--- src/rtl/bcd_counter_2d_pkg.sv ---
// -----------------------------------------------------------------------------
// bcd_counter_2d_pkg
// Shared decade constants and the BCD digit type. The downstream seven-segment
// decoder and its >9 comparator use the same constants.
// -----------------------------------------------------------------------------
package bcd_counter_2d_pkg;

    localparam logic [3:0] BCD_MAX  = 4'd9;
    localparam logic [3:0] BCD_BASE = 4'd10;

    typedef logic [3:0] bcd_t;

    // Fold an arbitrary nibble into 0-9: values above 9 lose one decade.
    function automatic bcd_t bcd_correct(input logic [3:0] nibble);
        bcd_t result;
        if (nibble > BCD_MAX) begin
            result = nibble - BCD_BASE;
        end else begin
            result = nibble;
        end
        return result;
    endfunction

endpackage

--- src/rtl/bcd_counter_2d_digit.sv ---
// -----------------------------------------------------------------------------
// bcd_digit
// One decade register (0-9) with step, direction and parallel load.
// Ports:
//   clk_i      rising-edge clock
//   rst_i      synchronous active-high reset (digit -> 0)
//   step_i     advance the digit by one in direction dir_i
//   dir_i      1 = increment, 0 = decrement
//   load_i     parallel load, has priority over step_i
//   load_val_i raw nibble to load; values above 9 are folded back into 0-9
//   digit_o    registered digit value
//   co_o       combinational carry/borrow-out: step_i while at 9 (up) or 0 (down)
// -----------------------------------------------------------------------------
module bcd_digit
    import bcd_counter_2d_pkg::*;
(
    input  logic       clk_i,
    input  logic       rst_i,
    input  logic       step_i,
    input  logic       dir_i,
    input  logic       load_i,
    input  logic [3:0] load_val_i,
    output logic [3:0] digit_o,
    output logic       co_o
);

    bcd_t digit_q;
    bcd_t digit_d;
    logic at_edge_s;

    // The digit is about to roll over if it sits at the end of its range.
    assign at_edge_s = dir_i ? (digit_q == BCD_MAX) : (digit_q == 4'd0);
    assign co_o      = step_i & at_edge_s;
    assign digit_o   = digit_q;

    // Next-digit selection: load beats step, step wraps within 0-9.
    always_comb begin
        digit_d = digit_q;
        if (load_i) begin
            digit_d = bcd_correct(load_val_i);
        end else if (step_i) begin
            if (dir_i) begin
                digit_d = at_edge_s ? 4'd0 : (digit_q + 4'd1);
            end else begin
                digit_d = at_edge_s ? BCD_MAX : (digit_q - 4'd1);
            end
        end else begin
            digit_d = digit_q;
        end
    end

    // Decade register with synchronous reset.
    always_ff @(posedge clk_i) begin
        if (rst_i) begin
            digit_q <= 4'd0;
        end else begin
            digit_q <= digit_d;
        end
    end

endmodule

--- src/rtl/bcd_counter_2d.sv ---
// -----------------------------------------------------------------------------
// bcd_counter_2d
// Two-digit BCD up/down counter (00-99) paced by an internal tick prescaler,
// with synchronous parallel load. Feeds the HEX1:HEX0 seven-segment decoders.
// Ports:
//   clk_i       rising-edge clock
//   rst_i       synchronous active-high reset
//   en_i        enable for both prescaler and counting
//   up_i        direction, sampled on the tick edge (1 = up)
//   load_i      synchronous parallel load, overrides counting and En
//   load_val_i  [7:4] tens nibble, [3:0] units nibble
//   digit0_o    units digit (registered, 0-9)
//   digit1_o    tens digit (registered, 0-9)
//   wrap_o      one-cycle pulse after a 99->00 or 00->99 step
// Parameter:
//   TICK_DIV    enabled cycles per count step (>= 1)
// -----------------------------------------------------------------------------
module bcd_counter_2d
    import bcd_counter_2d_pkg::*;
#(
    parameter int unsigned TICK_DIV = 50_000_000
) (
    input  logic       clk_i,
    input  logic       rst_i,
    input  logic       en_i,
    input  logic       up_i,
    input  logic       load_i,
    input  logic [7:0] load_val_i,
    output logic [3:0] digit0_o,
    output logic [3:0] digit1_o,
    output logic       wrap_o
);

    localparam int unsigned PW = (TICK_DIV > 1) ? $clog2(TICK_DIV) : 1;
    localparam logic [PW-1:0] P_LAST = PW'(TICK_DIV - 1);

    logic [PW-1:0] p_q;
    logic [PW-1:0] p_d;
    logic          wrap_q;
    logic          wrap_d;
    logic          tick_s;
    logic          count_s;
    logic          units_co_s;
    logic          tens_co_s;

    assign tick_s  = en_i & (p_q == P_LAST);
    // A load on a tick edge suppresses the count entirely.
    assign count_s = tick_s & ~load_i;

    // Prescaler next state: load restarts, enable advances, disable holds.
    always_comb begin
        p_d = p_q;
        if (load_i) begin
            p_d = '0;
        end else if (en_i) begin
            p_d = tick_s ? '0 : (p_q + PW'(1));
        end else begin
            p_d = p_q;
        end
    end

    // Wrap is the tens stage rolling over; count_s already excludes load.
    always_comb begin
        wrap_d = 1'b0;
        if (load_i) begin
            wrap_d = 1'b0;
        end else begin
            wrap_d = tens_co_s;
        end
    end

    // Prescaler and wrap-pulse registers.
    always_ff @(posedge clk_i) begin
        if (rst_i) begin
            p_q    <= '0;
            wrap_q <= 1'b0;
        end else begin
            p_q    <= p_d;
            wrap_q <= wrap_d;
        end
    end

    bcd_digit u_units (
        .clk_i      (clk_i),
        .rst_i      (rst_i),
        .step_i     (count_s),
        .dir_i      (up_i),
        .load_i     (load_i),
        .load_val_i (load_val_i[3:0]),
        .digit_o    (digit0_o),
        .co_o       (units_co_s)
    );

    bcd_digit u_tens (
        .clk_i      (clk_i),
        .rst_i      (rst_i),
        .step_i     (units_co_s),
        .dir_i      (up_i),
        .load_i     (load_i),
        .load_val_i (load_val_i[7:4]),
        .digit_o    (digit1_o),
        .co_o       (tens_co_s)
    );

    assign wrap_o = wrap_q;

endmodule

--- config.mk ---
export PLATFORM = sky130hd
export DESIGN_NAME = bcd_counter_2d
export DESIGN_NICKNAME = d
export VERILOG_FILES = /design/src/rtl/bcd_counter_2d_pkg.sv /design/src/rtl/bcd_counter_2d_digit.sv /design/src/rtl/bcd_counter_2d.sv
export SDC_FILE = /design/constraint.sdc
export NUM_CORES = 1
export LEC_CHECK = 0
export BUFFER_PORTS_ARGS = -buffer_cell sky130_fd_sc_hd__buf_2
export CAP_MARGIN = 20
export CORE_MARGIN = 3
export CORE_UTILIZATION = 38
export CTS_CLUSTER_SIZE = 8
export DETAILED_ROUTE_END_ITERATION = 8
export PLACE_DENSITY = 0.63
export SLEW_MARGIN = 20
export SYNTH_ARGS = -nofsm -noshare
export SYNTH_HDL_FRONTEND = slang
export SYNTH_SLANG_ARGS = --single-unit
--- constraint.sdc ---
create_clock -name clk_i -period 6.1 [get_ports clk_i]
set_clock_uncertainty 0.15 [all_clocks]
set_input_delay 0.61 -clock clk_i [delete_from_list [all_inputs] [get_ports clk_i]]
set_output_delay 0.61 -clock clk_i [all_outputs]
set_load 0.01 [all_outputs]
# Yosys cells after proc, flatten, opt, wreduce, memory -nomap -nowiden

Cells that the tools add are included.

Register bits: 35
Logic and storage cells: 41
Bits of input ports: 13
Output and inout bits: 9

Muxes and demuxes: 15
Equal/unequal tests: 3
Bitwise operators: 5
Reduce and logical (&&, ||, !) cells: 5
$lt $le $gt $ge: 2
Add/subtract/negate cells: 7

Operators with widths:

| operator                                             | count |
|---|---|
| two-way mux 4 bit                                    | 12 |
| adder 26 x 1 -> 26 bit, second input constant        | 1 |
| == test 26 bit, second input constant                | 1 |
| two-way mux 26 bit                                   | 1 |
| adder 4 x 1 -> 4 bit, second input constant          | 2 |
| == test 4 bit, second input constant                 | 2 |
| greater-than comparator 4 bit, second input constant | 2 |
| zero test 4 bit                                      | 2 |
| subtractor 4 x 1 -> 4 bit, second input constant     | 2 |
| subtractor 4 bit, second input constant              | 2 |
| AND 1 bit                                            | 4 |
| nonzero test 2 bit                                   | 2 |
| two-way mux 1 bit                                    | 2 |
| OR reduction 2 bit                                   | 1 |
| NOT 1 bit                                            | 1 |

# Depth between registers and ports, before layout

Word-level depth: 6
Mapped depth: 7
Gate-level depth less buffers: 7

# By module

Synthesis repeated with hierarchy kept, for this count alone.

Cell total of the unflattened synthesis: 281
Area, all modules: 2,303.5 um2

By module, submodules not included:

| module         | times used | cells an instance | sequential area each (um2) | area an instance (um2) |
|---|---|---|---|---|
| bcd_counter_2d | 1          | 169               | 540.5                      | 1,450.1 |
| bcd_digit      | 2          | 56                | 80.1                       | 426.7 |

# Worst setup path after synthesis

OpenSTA, ideal clock, no wires.

Kind: reg-to-reg
Start: register p_q[7]
End: register u_units.digit_q[1] (netlist: u_units.digit_o[1])
Period minus slack after synthesis: 2,375 ps
Cell stages (with the launch flop): 5
Arrival time: 2,134 ps
Data required time: 5,859 ps
Buffers on the path: 0
Library setup time: 91 ps
Slack: 3,725 ps
Path through: dfxtp_1 -> or4_1 -> or4_4 -> or4b_1 -> a311oi_1

Word-level cells in the longest chain between the ends: 4

RTL lines:

| element                             | RTL line                   | text |
|---|---|---|
| from (decl)                         | bcd_counter_2d.sv:37       | `logic [PW-1:0] p_q;` |
| from (signal assigned)              | bcd_counter_2d.sv:78       | `p_q <= p_d;` |
| == test 26 bit                      | bcd_counter_2d.sv:46       | `assign tick_s = en_i & (p_q == P_LAST);` |
| AND 1 bit                           | bcd_counter_2d.sv:46       |  |
| AND 1 bit                           | bcd_counter_2d.sv:48       | `assign count_s = tick_s & ~load_i;` |
| nonzero test 2 bit (no source line) | -                          |  |
| to (signal assigned)                | bcd_counter_2d_digit.sv:57 | `digit_q <= digit_d;` |
| to (decl)                           | bcd_counter_2d_digit.sv:27 | `bcd_t digit_q;` |

Every way passes these cells.
A chain may end at the register's enable or synchronous reset.

# Worst setup path after layout

Start: register p_q[0]
End: register p_q[21]

Word-level cells in the longest chain between the ends: 3
Elaborated cells on any way between the ends: 4
Those cells by class: add/sub (1); eq/ne (1); mux (1); bitwise (1)

RTL lines:

| element                                                                        | RTL line             | text |
|---|---|---|
| parallel branches: the longest is 2 deep, another holds adder 26 x 1 -> 26 bit | -                    |  |
| two-way mux 26 bit (*)                                                         | bcd_counter_2d.sv:56 | `p_d = tick_s ? '0 : (p_q + PW'(1));` |

Mark *: on every way between the ends.

==> run summary <==
After clock tree synthesis, the clock-pin slew on the worst setup and hold paths is 0.07 ns. The relative area change from synthesis to final layout is 13.0%. The final critical path takes up 46.7% of the cycle.

Clock tree synthesis selected as its root buffer the cell clkbuf_8. The post-CTS resize count came out at 0. The worst ir drop on vdd came out at between 0.0001 and 0.00015 V.

The remaining antenna violation count after routing is 0. TritonCTS built the clock tree. The simple-gate area share of the yosys netlist came out at 28.8%. Along the worst path, the maximum fanout reaches 24. The instance count after placement with tap cells included came out at 330. During I/O placement, the number of pins put on the boundary was 22.

The clock tree buffer depth came out at 2. The share of synthesized flip-flops with an asynchronous set or reset came out at 0%. TritonCTS created 5 clock buffers.

The minimum setup slack among reg-to-reg paths came out at 3.25 ns. The relative contribution of the clock network to total power came out at 38.9%. The total wire length after detailed routing is 4410 µm. In the final layout, the share of cells above drive strength 1 is between 10% and 20%. The design draws about 0.47 mW. The final-layout setup total negative slack is 0 ns. Setup repair after global routing left no endpoint under its margin. The clock insertion delay at the later pin of the skew report is a little under 0.3 ns. Multiplexer cells account for 1.47% of the synthesized area. The number of buffers added for setup after CTS is 0.

For this design the total switching power over the nets is 0.118 mW. The type of the worst min-delay path is reg2reg. The net switching share of the total power is around 25%. The number of nets in the finished design came out at approximately 290.

The placed standard-cell area is 2200 µm². The number of enable-type register cells in the synthesized netlist came out at 0. At the pin with the least slew margin, the transition time is ~0.8 ns. After detailed routing, the average wire length per cell comes to 13.1 µm. The die boundary height came out at slightly below 80 µm.

The pin count of the biggest net entering global routing came out at 25. The tree built by TritonCTS fans out to 35 sinks. The critical path class is reg2reg. The die outline width is 79.3 µm. For this block, the initial DRC count from the detailed router was between 80 and 90. The worst setup path is captured at a flop. The via count of the first global-routing pass was 1691. Of the synthesized area, sequential elements account for 34.3%. The congestion estimate from routability-driven global placement came to 0.841. The port buffer count came out at 21. The final non-filler cell area is 2310 µm². The all-layer global routing usage came out at 15.3%. The number of different library cells in the post-synthesis netlist came out at 47.

The number of buffers inserted by hold repair at cts is 0. The core area is 5140 µm². The leakage power is a little under 0.9 nW. The number of optimization iterations in the first detailed-route pass is 4.

The endpoint required time on the critical path came out at 6.09 ns. The post-placement setup slack is 3.05 ns. The number of H-tree levels is 2. The most instantiated flip-flop cell in the synthesis netlist is dfxtp_1. The internal power contribution is 0.357 mW. The mean post-synth cell area came out at 8.23 µm². The power per cell area is 206 nW/µm². Synthesis inferred 35 register bits. The Yosys step of the flow raised 0 warnings. The number of failing hold endpoints at the final stage was 0. The die footprint came out at ~6300 µm². The number of failing setup endpoints in the final timing report is 0. The number of vias per cell after detailed routing came out at 5.33.

The post-synthesis instance total came out at between 200 and 250. The worst setup path is launched from a flop. The first global-routing pass estimated 7760 µm of wire. The initial antenna violation count came out at 0. Detailed placement finished with a half-perimeter wire length of about 3000 µm. The final setup slack of the worst path is 3.25 ns.

The global route total overflow came out at 0. The library cells used most frequently in the layout, excluding fill and tap cells, are nor2_1, dfxtp_1, buf_2. The number of diodes is 0. The xor and xnor area share after synthesis is 11.6%.

The run finished with clean final reports. By area, the combinational part of the netlist is dominated by simple AND/OR/NAND/NOR gates. The synthesized net count came out at 270.

The fill cell instance count of the final layout came out at 547. The number of max-slew violations in the final report is 0. The synthesized area came out at 2040 µm². The count of standard-cell rows came out at 26.

The worst path arrival time is 2.84 ns. The shortest period the worst path allows came out at 2.85 ns. The via total after detailed routing came out at 1800. Across all hold checks on the routed design, the worst slack comes to between 0.3 and 0.4 ns. The synthesized netlist devotes 5.52% of its cell area to adder and majority cells.

Combinational cells account for 10.7% of the total power. Measured against its own limit, the worst slew margin works out to a little under half. The post-synthesis compound-gate area fraction is roughly 15%. The core utilization of the finished layout is 44.9%. The number of standard cells in the layout, taps in and fillers out came out at 338. The max-cap violation count is 0. Once the floorplan was initialized, standard cells occupied a little under 40% of the core. The library cell used most frequently in the layout, excluding fill and tap cells, is nor2_1.

The highest clock frequency the design can meet came out at 351 MHz. The number of DRC violations after detailed routing came out at 0. The relative contribution of sequential cells to total power is roughly 50%.
-- cell usage after synthesis (2+ instances only) --
| library cell | count | area share (%) |
|---|---|---|
| nor2_1 | 36 | 6.6 |
| dfxtp_1 | 35 | 34 |
| xor2_1 | 19 | 8.2 |
| nand2_1 | 12 | 2.2 |
| nand3_1 | 12 | 2.9 |
| nand4_1 | 11 | 3.4 |
| a21oi_1 | 10 | 2.5 |
| inv_1 | 10 | 1.8 |
| clkbuf_1 | 9 | 1.7 |
| ha_1 | 9 | 5.5 |
| xnor2_1 | 8 | 3.4 |
| and3_1 | 7 | 2.1 |
| nor3_1 | 7 | 1.7 |
| a31oi_1 | 5 | 1.5 |
| o21ai_0 | 4 | 0.98 |
| o21bai_1 | 4 | 1.5 |
| a21o_1 | 3 | 1.1 |
| mux2i_1 | 3 | 1.5 |
| nand2b_1 | 3 | 0.92 |
| nor2b_1 | 3 | 0.92 |
| a2111o_1 | 2 | 1.1 |
| a21boi_0 | 2 | 0.74 |
| a22oi_1 | 2 | 0.74 |
| nand3b_1 | 2 | 0.74 |
| nand4b_1 | 2 | 0.86 |
| nor4_1 | 2 | 0.61 |
| nor4b_1 | 2 | 0.86 |
| o211ai_1 | 2 | 0.74 |
| or3_1 | 2 | 0.61 |
| or4_1 | 2 | 0.74 |
| or4b_1 | 2 | 0.98 |
-- registers in the layout, summed over array words and instances, names as in the netlist --
register         flops
wrap_o               1
u_tens.digit_o       4
p_q                 26
u_units.digit_o      4
-- cells by family (layout without fill, tap and decap cells) --
kind of cell / count (synthesis) / count (layout)
AND/OR/NAND/NOR: 111 / 111
AO/OA/AOI/OAI: 43 / 43
flip-flops: 35 / 35
XOR/XNOR: 27 / 27
buffers and inverters: 20 / 40
adder cells (fa/ha/maj): 9 / 9
multiplexers: 3 / 3
-- power by group through the flow --
stage | Combinational [mW] | Clock [mW] | Sequential (mW)
3_5_place_dp | 0.0506 | 0 | 0.244
4_1_cts | 0.0510 | 0.193 | 0.239
5_1_grt | 0.0585 | 0.200 | 0.240
6_report | 0.0508 | 0.185 | 0.239
2_1_floorplan | 0.0339 | 0 | 0.244
3_3_place_gp | 0.0500 | 0 | 0.244
-- routing by layer --
metal	track usage [%]	share of wire [%]
met1	20.0	50
met2	24.5	45
met4	5.67	1.2
met5	0	0
met3	3.51	3.8
-- area by class of cell --
cell class	count	area, µm²	share of cell area (%)
Multi-Input combinational cell	193	1270	55.1
Sequential cell	35	701	30.4
Timing Repair Buffer	21	105	4.56
Clock buffer	8	100	4.34
Tap cell	70	87.6	3.80
Inverter	11	41.3	1.79
-- critical path, cell delays in order, from the launching register on --
cell	delay, ns
dfxtp_1	0.38
ha_1	0.18
nand4_1	0.29
nor4_1	0.27
nand4_1	0.50
nand2_1	0.81
nor2_1	0.11
-- worst paths after layout --
| check | from | to | depth (start not counted) |
|---|---|---|---|
| worst max-delay path | p_q[0] | p_q[21] | 6 |
| worst min-delay path | p_q[0] | p_q[0] | 2 |
| worst max register to register | p_q[0] | p_q[21] | 6 |
| worst min register to register | p_q[0] | p_q[0] | 2 |
No activity file was read; power rests on OpenSTA's default activity.
